**config.mk**
```make
export PLATFORM = sky130hd
export DESIGN_NAME = pulse_class_tally
export DESIGN_NICKNAME = d
export VERILOG_FILES = /design/src/rtl/pulse_class_tally.sv
export SDC_FILE = /design/constraint.sdc
export NUM_CORES = 1
export LEC_CHECK = 0
export CAP_MARGIN = 15
export CORE_MARGIN = 2
export CORE_UTILIZATION = 55
export CTS_CLUSTER_DIAMETER = 120
export DETAILED_ROUTE_END_ITERATION = 7
export PLACE_DENSITY = 0.84
export SYNTH_ARGS = -nofsm -noshare
export SYNTH_HDL_FRONTEND = slang
export SYNTH_SLANG_ARGS = --single-unit
```
**constraint.sdc**
```tcl
create_clock -name clk -period 3.2 [get_ports clk]
set_clock_uncertainty 0.15 [all_clocks]
set_input_delay 0.64 -clock clk [delete_from_list [all_inputs] [get_ports clk]]
set_output_delay 0.64 -clock clk [all_outputs]
set_load 0.03 [all_outputs]
```
**src/rtl/pulse_class_tally.sv**
```systemverilog
// Purpose: tally run-length class events per fixed-size frame and report one summary record per frame.
// Latency: the record is valid right after the edge that samples the frame-completing event.
// Backpressure: the record is held until accepted; a frame completing while a record is still held is dropped and rpt_lost sets.
module pulse_class_tally #(
    parameter int CNT_W     = 8,
    parameter int FRAME_LEN = 16
) (
    input  logic             clk,
    input  logic             rst,
    input  logic             en,
    input  logic [1:0]       y,
    input  logic             rpt_ready,
    output logic             rpt_valid,
    output logic [CNT_W-1:0] rpt_c1,
    output logic [CNT_W-1:0] rpt_c2,
    output logic [CNT_W-1:0] rpt_c3,
    output logic             rpt_lost,
    output logic             busy
);

    typedef enum logic {
        IDLE  = 1'b0,
        COUNT = 1'b1
    } state_t;

    localparam logic [CNT_W-1:0] CNT_MAX = '1;
    localparam logic [CNT_W-1:0] LAST    = CNT_W'(FRAME_LEN - 1);

    state_t           state;
    state_t           state_nxt;
    logic [1:0]       y_q;
    logic             evt;
    logic [CNT_W-1:0] c1, c2, c3, evt_cnt;
    logic [CNT_W-1:0] b1, b2, b3, bcnt;
    logic [CNT_W-1:0] c1_inc, c2_inc, c3_inc, cnt_inc;
    logic             done;
    logic             load;

    // A held code counts once; a direct switch between nonzero codes is a new event.
    assign evt = (y != 2'b00) && (y != y_q);

    always_ff @(posedge clk) begin
        if (!rst) begin
            state <= IDLE;
        end else begin
            state <= state_nxt;
        end
    end

    always_comb begin
        state_nxt = state;
        case (state)
            IDLE:    if (en)  state_nxt = COUNT;
            COUNT:   if (!en) state_nxt = IDLE;
            default: state_nxt = IDLE;
        endcase
    end

    always_comb begin
        busy = (state == COUNT);
    end

    // Entering COUNT starts from zero, yet the event sampled on that same edge still counts.
    always_comb begin
        b1      = (state == COUNT) ? c1 : '0;
        b2      = (state == COUNT) ? c2 : '0;
        b3      = (state == COUNT) ? c3 : '0;
        bcnt    = (state == COUNT) ? evt_cnt : '0;
        c1_inc  = b1 + CNT_W'(evt && (y == 2'b01) && (b1 != CNT_MAX));
        c2_inc  = b2 + CNT_W'(evt && (y == 2'b10) && (b2 != CNT_MAX));
        c3_inc  = b3 + CNT_W'(evt && (y == 2'b11) && (b3 != CNT_MAX));
        cnt_inc = bcnt + CNT_W'(evt);
        done    = (state == COUNT) && en && evt && (evt_cnt == LAST);
        load    = done && (!rpt_valid || rpt_ready);
    end

    always_ff @(posedge clk) begin
        if (!rst) begin
            y_q <= 2'b00;
        end else begin
            y_q <= y;
        end
    end

    always_ff @(posedge clk) begin
        if (!rst || !en || done) begin
            c1      <= '0;
            c2      <= '0;
            c3      <= '0;
            evt_cnt <= '0;
        end else begin
            c1      <= c1_inc;
            c2      <= c2_inc;
            c3      <= c3_inc;
            evt_cnt <= cnt_inc;
        end
    end

    // A completion coinciding with acceptance replaces the record without a gap.
    always_ff @(posedge clk) begin
        if (!rst) begin
            rpt_valid <= 1'b0;
            rpt_c1    <= '0;
            rpt_c2    <= '0;
            rpt_c3    <= '0;
            rpt_lost  <= 1'b0;
        end else begin
            if (load) begin
                rpt_valid <= 1'b1;
                rpt_c1    <= c1_inc;
                rpt_c2    <= c2_inc;
                rpt_c3    <= c3_inc;
            end else if (rpt_valid && rpt_ready) begin
                rpt_valid <= 1'b0;
            end
            if (done && !load) begin
                rpt_lost <= 1'b1;
            end
        end
    end

endmodule
```
Word-level counts from Yosys, hierarchy flattened --
Index checks and enable logic that the tools add are counted. W data, S select, Z words.
Operators by class: $add $sub $neg 4, eq/ne operators 8, multiplexer cells 7, reductions and logical operators 22
Operator list (number):
- $add A8 B1 Y8 | 4
- $mux W8 | 4
- $ne A8 B8 Y1 const B | 3
- $logic_and A1 B1 Y1 | 13
- $eq A8 B4 Y1 const B | 1
- $eq A2 B2 Y1 const B | 2
- $logic_not A1 Y1 | 4
- $reduce_bool A2 Y1 | 2
- $logic_or A1 B1 Y1 | 3
- $mux W1 | 3
- $eq A2 B1 Y1 const B | 1
- $ne A2 B2 Y1 | 1
Storage, ports and cells: flip-flop bits (word level) 61, logic and storage cells 52

Longest topological paths before layout --
Gate-level depths: netlist of run 1.
depth after elaboration 7, gate-level depth with buffers 11, mapped depth without buffers 10

Worst setup path after synthesis of run 1 --
No wires, ideal clock.
path type register to register, start reg state, in the netlist busy, end reg rpt_c2[7], library setup time 0.071 ns, arrival time 2.317 ns, required time 2.979 ns, path slack 0.662 ns, cell stages (with the launch flop) 10, path buffers 2, period minus slack after synthesis 2.538 ns, path through dfxtp_1 clkbuf_1 buf_2 and2_1 ha_1 nand4_1 nor3_1 mux2_2 or2_0 a21oi_1
Between the ends: word-level cells in the longest chain between the ends 4, elaborated cells on any way between the ends 8, classes of those cells add/sub (1); eq/ne (1); mux (1); reduce/logical (5)
RTL lines:
- start: declaration | RTL line 29 | state_t state;
- start signal: assignment | RTL line 46 | state <= state_nxt;
- $mux W8 / $logic_and A1 B1 Y1 (equally long branches) | RTL line 66, 73
- $ne A8 B8 Y1 / $logic_and A1 B1 Y1 (equally long branches) | RTL line 70, 73
- $logic_and A1 B1 Y1 (on tied branches) | RTL line 70, 73
- $add A8 B1 Y8 / $logic_and A1 B1 Y1 (equally long branches) | RTL line 70, 74
- end signal: assignment | RTL line 111 | rpt_c2 <= c2_inc;
- end: declaration | RTL line 15 | output logic [CNT_W-1:0] rpt_c2,
Several ways; a longest one is shown, not always the timed one. A chain may end at the register's enable or synchronous reset.

Worst setup path after layout of run 1 --
start reg state, in the netlist busy, end out busy
RTL lines:
- end: declaration | RTL line 18 | output logic busy
No word-level cell between the ends.

==> impl_metrics.yaml, run 1 <==
run_status:
  status: "finished, final reports clean"
floorplanning:
  die_w_um: 73.28
  die-area_sq_um: 5370
  num_rows: 25
  initial_utilization_pct: 56.64
  fp.coreArea_sq_um: 4661
  io_pins: 33
  die_h_um: 73.28
placed_design:
  dp_hpwl_mm: 3.640
  preCtsSetupSlack_ns: 0.1321
  place_congestion: 0.8651
  dpl-instance-area_sq_um: 2998
  io_buffers: 32
  dp_cells: 370
clock_network:
  path_clk_slew_ns: 0.06
  root_buffer: "clkbuf_8"
  clockBufferDepth: 2
  clk_latency_ns: 0.33
  numCtsBuffers: 9
  ctsHoldBuffers: 0
  cts-htree-levels: 3
  clock_sinks: 61
  cts.repair.resized: 0
  post_cts_buffers: 0
  tritoncts: "yes"
pwr:
  total_leakage_power_nw: 1.229
  p_per_area_nw_per_um2: 443.1
  irDropWorstVdd_uv: 268.0
  finalPower_mw: 1.402
logic_synthesis:
  ys_seq_area_share_pct: 46.26
  synth_area_sq_um: 2640
  yosys.area.top_type_share_pct: 46.26
  synth_area_leaders: "dfxtp_1 (46%), nand2_1 (5.7%), xor2_1 (5.6%), and3_1 (4.7%), a21oi_1 (4.0%)"
  synth_top_area_cell: "dfxtp_1"
  postSynthRegisterBits: 61
  synth_edf_count: 0
  syn_avg_cell_area_sq_um: 9.104
  yosysMostFrequentCell: "dfxtp_1"
  netlist_top_cells_count: "dfxtp_1 (61), nand2_1 (40), a21oi_1 (21), and3_1 (20), nand3_1 (19)"
  ys.flop_type: "dfxtp_1"
  synthArstFlopShare_pct: 0
  syn_nets: 304
  syn_inst: 290
  ys_warn_count: 0
  yosysUniqueCellTypes: 44
layout:
  final_area_sq_um: 3163
  nFillCells: 391
  drive_above_1_share_pct: 9.091
  areaGrowthSynthToFinish_pct: 19.81
  nets: 341
  final_cells: 384
  final_core_util_pct: 67.87
  diodes: 0
timing:
  min_period_ns: 2.888
  finalHoldViolations: 0
  rsz0062_at_grt: "false"
  period_share_pct: 90.26
  setup_viol: 0
  slew-limit-headroom_pct: 67.69
  setup_tns_ns: 0
  fmax_ghz: 0.3462
  layout_setup_ws_ns: 0.3116
  drv_slew: 0
  worst_pin_slew_ns: 0.4839
  hold-worst-slack_ns: 0.2970
drt:
  wl_per_cell_um: 13.79
  post_drt_via_cell_ratio: 5.508
  ant_nets: 0
  post-route-drc-count: 0
  drtIter0Drc: 130
  dr.pass1.iters: 4
  routed_wl_mm: 5.296
  num_vias: 2115
setup_path:
  end_kind: "output port"
  path_cells: "buf_4 -> buf_4 -> clkdlybuf4s50_1"
  rrSetupSlack_ns: 0.56
  startpoint_type: "flip-flop"
  critical-path-max-stage-delay_ns: 0.68
  crit_type: "reg2out"
  crit_path_top_delay_cell: "clkdlybuf4s50_1"
  crit_family: "buffers and inverters"
  worstPathRequired_ns: 2.41
  regToRegStartpoint: "busy"
  critPathMostFrequentCell: "buf_4"
  critPathMaxFanout: 17
  rr_endpoint: "rpt_c3[4]"
  arrival_ns: 2.10
  reg2regPathDepth: 10
  critPathBufInv: 3
worst_hold_path:
  min_path_type: "reg2reg"
  min_to: "rpt_c2[2]"
  hp-start: "rpt_c2[2]"
  whs_path_depth: 2
grt:
  grt_pass1_wl_mm: 8.631
  grt_overflow: 0
  grt_max_degree: 27
  grt_antenna_before_repair: 0
  grt_pass1_vias: 1949
  track_usage_pct: 21.47
flow_run:
  drv_cap: 0
## flip-flops by register name, indices dropped and copies added, names as in the netlist
signal,cells
busy,1
rpt_lost,1
rpt_c2,8
c2,8
rpt_c3,8
rpt_valid,1
c3,8
c1,8
rpt_c1,8
evt_cnt,8
y_q,2
## report_power, final
group | internal [mW] | leakage [nW] | switching (mW)
combinational | 0.0201 | 0.649 | 0.0304
clock | 0.312 | 0.0881 | 0.271
sequential | 0.763 | 0.492 | 0.00491
## metal layers
layer  share of wire, %  GRT usage (%)
met5                  0              0
met3                3.3          5.761
met1                 46          25.59
met4                1.8          10.29
met2                 49          35.74
## tightest hold or removal path, stage by stage, from the launching register on
cell and delay (ns):
dfxtp_1 0.31, nand2_1 0.05, a21oi_1 0.05
## cell type report
class	count	area (sq um)	area share, %
timing repair buffer	42	395.4	12.50
multi-input combinational	209	1299	41.06
inverter	4	15.01	0.4747
sequential	61	1221	38.61
tap	54	67.56	2.136
clock inverter	2	10.01	0.3165
clock buffer	12	155.1	4.905
## placed cells by master (no fill, tap or decap), types with 10 or more instances in the layout
cell             instances
a21oi_1                 21
nand2_1                 40
xor2_1                  17
clkdlybuf4s50_1         32
nor2_1                  18
and2_1                  10
and3_1                  20
nand3_1                 19
buf_4                   10
dfxtp_1                 61
clkbuf_8                11
## worst max path at each step
stage                endpoint  depth (start not counted)  slack, ns  from
floorplan           rpt_c2[7]                          9       0.66  busy
global route             busy                          3       0.19  busy
detailed placement  rpt_c3[4]                         11       0.13  y[0]
finish                   busy                          3       0.31  busy
global placement    rpt_c3[4]                         11       0.18  y[1]
CTS                      busy                          3       0.28  busy
## cells by family (layout without fill, tap and decap cells)
| kind of cell | after synthesis | count (layout) | synth area share, % |
|---|---|---|---|
| compound gates | 34 | 34 | 7.725 |
| xor+xnor | 24 | 24 | 7.962 |
| fa+ha+maj | 8 | 8 | 3.792 |
| simple gates | 142 | 142 | 29.29 |
| buf+inv | 20 | 60 | 4.549 |
| flops | 61 | 61 | 46.26 |
| mux | 1 | 1 | 0.4265 |
Power figures use the tool's default switching activity.
==> run 2, diff against run 1 <==
--- a/config.mk
+++ b/config.mk
@@ -8,6 +8,7 @@
 export CAP_MARGIN = 15
 export CORE_MARGIN = 2
 export CORE_UTILIZATION = 55
+export CTS_BUF_LIST = sky130_fd_sc_hd__clkbuf_16
 export CTS_CLUSTER_DIAMETER = 120
 export DETAILED_ROUTE_END_ITERATION = 7
 export PLACE_DENSITY = 0.84
==> constraint.sdc (replaced) <==
create_clock -name clk -period 3.2 [get_ports clk]
set_clock_uncertainty 0.15 [all_clocks]
set_input_delay 0.64 -clock clk [delete_from_list [all_inputs] [get_ports clk]]
set_output_delay 0.64 -clock clk [all_outputs]
set_load 0.01 [all_outputs]
==> run 2 against run 1 <==
Net effect:
- setup slack gained 0.11 ns
- via count barely moved
- clock power grew 55%
- largest cell class unchanged
==> impl_metrics.yaml, run 2 (synthesis gave the netlist of run 1 again) <==
run_status:
  status: "finished, final reports clean"
setup_path:
  worstPathRequired_ns: 3.31
  end_kind: "flip-flop"
  rrSetupSlack_ns: 0.57
  critical-path-max-stage-delay_ns: 0.49
  crit_type: "in2reg"
  crit_path_top_delay_cell: "clkdlybuf4s50_1"
  startpoint_type: "primary input"
  critPathMaxFanout: 6
  arrival_ns: 2.89
  cp-startpoint: "y[1]"
  regToRegStartpoint: "busy"
  path_cells: "clkdlybuf4s50_1 -> or2b_1 -> a21oi_1 -> or2_2 -> and4_1 -> ha_1 -> ha_1 -> nand3_1 -> xor2_1 -> nand3b_1 -> a21oi_1"
layout:
  drive_above_1_share_pct: 8.459
  final_cell_mix: "dfxtp_1 (61), nand2_1 (40), clkdlybuf4s50_1 (32)"
  diodes: 0
  final_core_util_pct: 70.23
  mostFrequentLayoutCell: "dfxtp_1"
  nets: 341
  areaGrowthSynthToFinish_pct: 23.98
grt:
  track_usage_pct: 21.83
  grt_max_degree: 27
  grt_antenna_before_repair: 0
  grt_pass1_wl_mm: 8.797
  grt_overflow: 0
  grt_pass1_vias: 2032
flow_run:
  drv_cap: 0
timing:
  rsz0062_at_grt: "false"
  setup_viol: 0
  min_period_ns: 2.781
  slew-limit-headroom_pct: 62.90
  hold-worst-slack_ns: 0.2977
  setup_tns_ns: 0
  drv_slew: 0
  worst_pin_slew_ns: 0.5558
  period_share_pct: 86.91
  fmax_ghz: 0.3596
  layout_setup_ws_ns: 0.4187
  finalHoldViolations: 0
drt:
  post-route-drc-count: 0
  wl_per_cell_um: 13.81
  ant_nets: 0
  dr.pass1.iters: 5
  drtIter0Drc: 130
  post_drt_via_cell_ratio: 5.499
  num_vias: 2117
  routed_wl_mm: 5.315
floorplanning:
  io_pins: 33
  die_h_um: 73.28
  die_w_um: 73.28
  initial_utilization_pct: 56.64
  num_rows: 25
  die-area_sq_um: 5370
  fp.coreArea_sq_um: 4661
clock_network:
  root_buffer: "clkbuf_16"
  cts-htree-levels: 3
  numCtsBuffers: 9
  tritoncts: "yes"
  clk_latency_ns: 0.33
  cts.repair.resized: 0
  clock_sinks: 61
  clockBufferDepth: 2
  path_clk_slew_ns: 0.05
  ctsHoldBuffers: 0
  post_cts_buffers: 0
placed_design:
  place_congestion: 0.8866
  preCtsSetupSlack_ns: 0.08920
  dp_hpwl_mm: 3.608
  io_buffers: 32
worst_hold_path:
  hp-start: "rpt_c3[4]"
  min_path_type: "reg2reg"
pwr:
  total_leakage_power_nw: 1.292
  p_per_area_nw_per_um2: 525.5
  irDropWorstVdd_uv: 330.7
[run 2: worst max-delay path: cells and delay by family]
family                     cells  cell delay, ns
buffers and inverters          1            0.49
AOI/OAI and AO/OA              2            0.31
xor gates and xnor gates       1            0.16
and+or+nand+nor                5            0.84
adders and majority gates      2            0.44
[run 2: power by group]
group          switching (mW)  internal (mW)  total [mW]
clock network           0.318          0.584       0.901
logic                  0.0286         0.0201      0.0487
registers             0.00508          0.765       0.770
total                   0.351           1.37        1.72
[run 2: layout make-up]
cell class,instances,area (sq um)
Clock inverter,6,50.05
Sequential cell,61,1221
Tap cell,54,67.56
Fill cell,383,1388
Inverter,4,15.01
Clock buffer,9,225.2
Timing Repair Buffer,42,395.4
Multi-Input combinational cell,209,1299
[run 2: metrics by stage]
stage | std cells | power, mW | cell area (sq um)
floorplan | 290 | 0.8130 | 2640
global placement | 370 | 0.8326 | 2998
detailed placement | 370 | 0.8338 | 2998
CTS | 385 | 1.728 | 3273
global route | 385 | 1.758 | 3273
finish | 385 | 1.720 | 3273
[run 2: final timing paths]
| path | end | cells past startpoint |
|---|---|---|
| min reg2reg | rpt_c3[4] | 2 |
| min | rpt_c3[4] | 2 |
| max reg2reg | rpt_c3[4] | 10 |
| max | rpt_c3[4] | 11 |
[run 2: routing by layer]
metal  track usage [%]  part of all wire [%]  up-vias  routed length, um
met5                 0                     0        -                  0
met4             12.96                   2.0        0                108
met3             4.115                   4.9       10                263
met2             36.34                    49       43               2598
met1             26.08                    44      999               2345
li1                  -                     -     1065                  -
==> run 3, diff against run 2 <==
--- a/config.mk
+++ b/config.mk
@@ -5,8 +5,7 @@
 export SDC_FILE = /design/constraint.sdc
 export NUM_CORES = 1
 export LEC_CHECK = 0
-export CAP_MARGIN = 15
-export CORE_MARGIN = 2
+export CORE_MARGIN = 8
 export CORE_UTILIZATION = 55
 export CTS_BUF_LIST = sky130_fd_sc_hd__clkbuf_16
 export CTS_CLUSTER_DIAMETER = 120
==> run 3 against run 2 <==
Net effect:
- combinational power rose by 6.8%
- clock-buffer cell count did not move
- sequential power barely moved
- sequential share of layout area rose by 0.29 points
- setup slack got worse by 0.053 ns
- global-route usage fell by 4.9 points
- cell area fell by 0.76%
- die area rose by 35%
- largest cell class unchanged
==> impl_metrics.yaml, run 3 (synthesis gave the netlist of run 1 again) <==
run_status:
  status: "finished, final reports clean"
placed_design:
  dp_cells: 370
  preCtsSetupSlack_ns: 0.03219
  dpl-instance-area_sq_um: 2998
  dp_hpwl_mm: 3.969
  io_buffers: 32
  place_congestion: 0.8447
pwr:
  swShare_pct: 20.82
  finalPower_mw: 1.627
  p_sw_mw: 0.3387
  total_leakage_power_nw: 1.278
  p_comb_share_pct: 3.2
  p_per_area_nw_per_um2: 500.9
  p_int_mw: 1.288
  irDropWorstVdd_uv: 323.1
  clock_power_share_pct: 49.6
  seqPwrFrac_pct: 47.2
layout:
  final_cell_mix: "dfxtp_1 (61), nand2_1 (40), clkdlybuf4s50_1 (32)"
  nets: 341
  mostFrequentLayoutCell: "dfxtp_1"
  final_cells: 385
  final_area_sq_um: 3248
  diodes: 0
  drive_above_1_share_pct: 8.459
  final_core_util_pct: 69.23
  areaGrowthSynthToFinish_pct: 23.03
timing:
  drv_slew: 0
  worst_pin_slew_ns: 0.4049
  period_share_pct: 88.57
  setup_tns_ns: 0
  slew-limit-headroom_pct: 73.01
  min_period_ns: 2.834
  finalHoldViolations: 0
  layout_setup_ws_ns: 0.3656
  fmax_ghz: 0.3528
  hold-worst-slack_ns: 0.2973
  rsz0062_at_grt: "false"
  setup_viol: 0
grt:
  grt_max_degree: 28
  grt_pass1_vias: 2120
  grt_antenna_before_repair: 0
  grt_overflow: 0
  track_usage_pct: 16.96
  grt_pass1_wl_mm: 9.777
floorplanning:
  die_w_um: 85.28
  initial_utilization_pct: 56.27
  die_h_um: 85.28
  die-area_sq_um: 7273
  num_rows: 25
  io_pins: 33
  fp.coreArea_sq_um: 4692
drt:
  met3_length_um: 266
  post_drt_via_cell_ratio: 5.429
  ant_nets: 0
  top_layer: "met4"
  wl_per_cell_um: 14.58
  routed_wl_mm: 5.612
  num_vias: 2090
  drtIter0Drc: 94
  drt-met1-wl_mm: 2.481
  dr_wl_met2_mm: 2.727
  dr.pass1.iters: 4
  post-route-drc-count: 0
worst_hold_path:
  whs_path_depth: 2
  min_path_type: "reg2reg"
setup_path:
  end_kind: "flip-flop"
  critPathMaxFanout: 6
  crit_family: "simple AND/OR/NAND/NOR gates"
  critical-path-max-stage-delay_ns: 0.49
  critPathBufInv: 1
  arrival_ns: 2.93
  cp_num_cells: 11
  startpoint_type: "primary input"
  path_cells: "clkdlybuf4s50_1 -> or2b_1 -> a21oi_1 -> or2_2 -> and4_1 -> ha_1 -> ha_1 -> nand3_1 -> xor2_1 -> nand3b_1 -> a21oi_1"
  crit_type: "in2reg"
  reg2regPathDepth: 12
  crit_path_top_delay_cell: "clkdlybuf4s50_1"
  worstPathRequired_ns: 3.30
clock_network:
  tritoncts: "yes"
  post_cts_buffers: 0
  cts.repair.resized: 0
  clock_sinks: 61
  numCtsBuffers: 9
  clockBufferDepth: 2
  path_clk_slew_ns: 0.05
  root_buffer: "clkbuf_16"
  cts-htree-levels: 3
  ctsHoldBuffers: 0
  clk_latency_ns: 0.32
flow_run:
  drv_cap: 0
-- run 3: cell count changes in the layout (fill, tap and decap cells not counted), sizes merged --
cell | before | now
bufinv | 1 | 0
inv | 7 | 6
clkinv | 2 | 4
-- run 3: power by group through the flow --
stage | logic, mW | registers [mW] | clock network (mW)
after floorplan | 0.0305 | 0.782 | 0
after global placement | 0.0499 | 0.783 | 0
after detailed placement | 0.0515 | 0.783 | 0
after CTS | 0.0516 | 0.768 | 0.819
after global routing | 0.0567 | 0.768 | 0.854
final | 0.0520 | 0.769 | 0.806
-- run 3: final cells by class --
type / instances / area, sq um
fill: 377 / 1444
multi-input combinational: 209 / 1299
sequential: 61 / 1221
timing repair buffer: 42 / 395.4
clock buffer: 9 / 225.2
tap: 54 / 67.56
clock inverter: 6 / 25.02
inverter: 4 / 15.01
-- run 3: layer usage --
metal	track usage (%)	up-vias
li1	-	1071
met1	18.82	966
met2	27.77	43
met3	5.888	10
met4	9.395	0
met5	0	-
-- run 3: final timing paths --
path                                 from        end  slack, ns
worst min-delay path            rpt_c2[5]  rpt_c2[5]       0.30
worst max-delay path                 y[1]  rpt_c3[4]       0.37
worst min register to register  rpt_c2[5]  rpt_c2[5]       0.30
worst max register to register       busy  rpt_c1[6]       0.59
-- run 3: tightest hold or removal path: cells and delay by family, from the launching register on --
family          cells  cell delay [ns]
compound gates      1             0.05
flops               1             0.30
simple gates        1             0.05
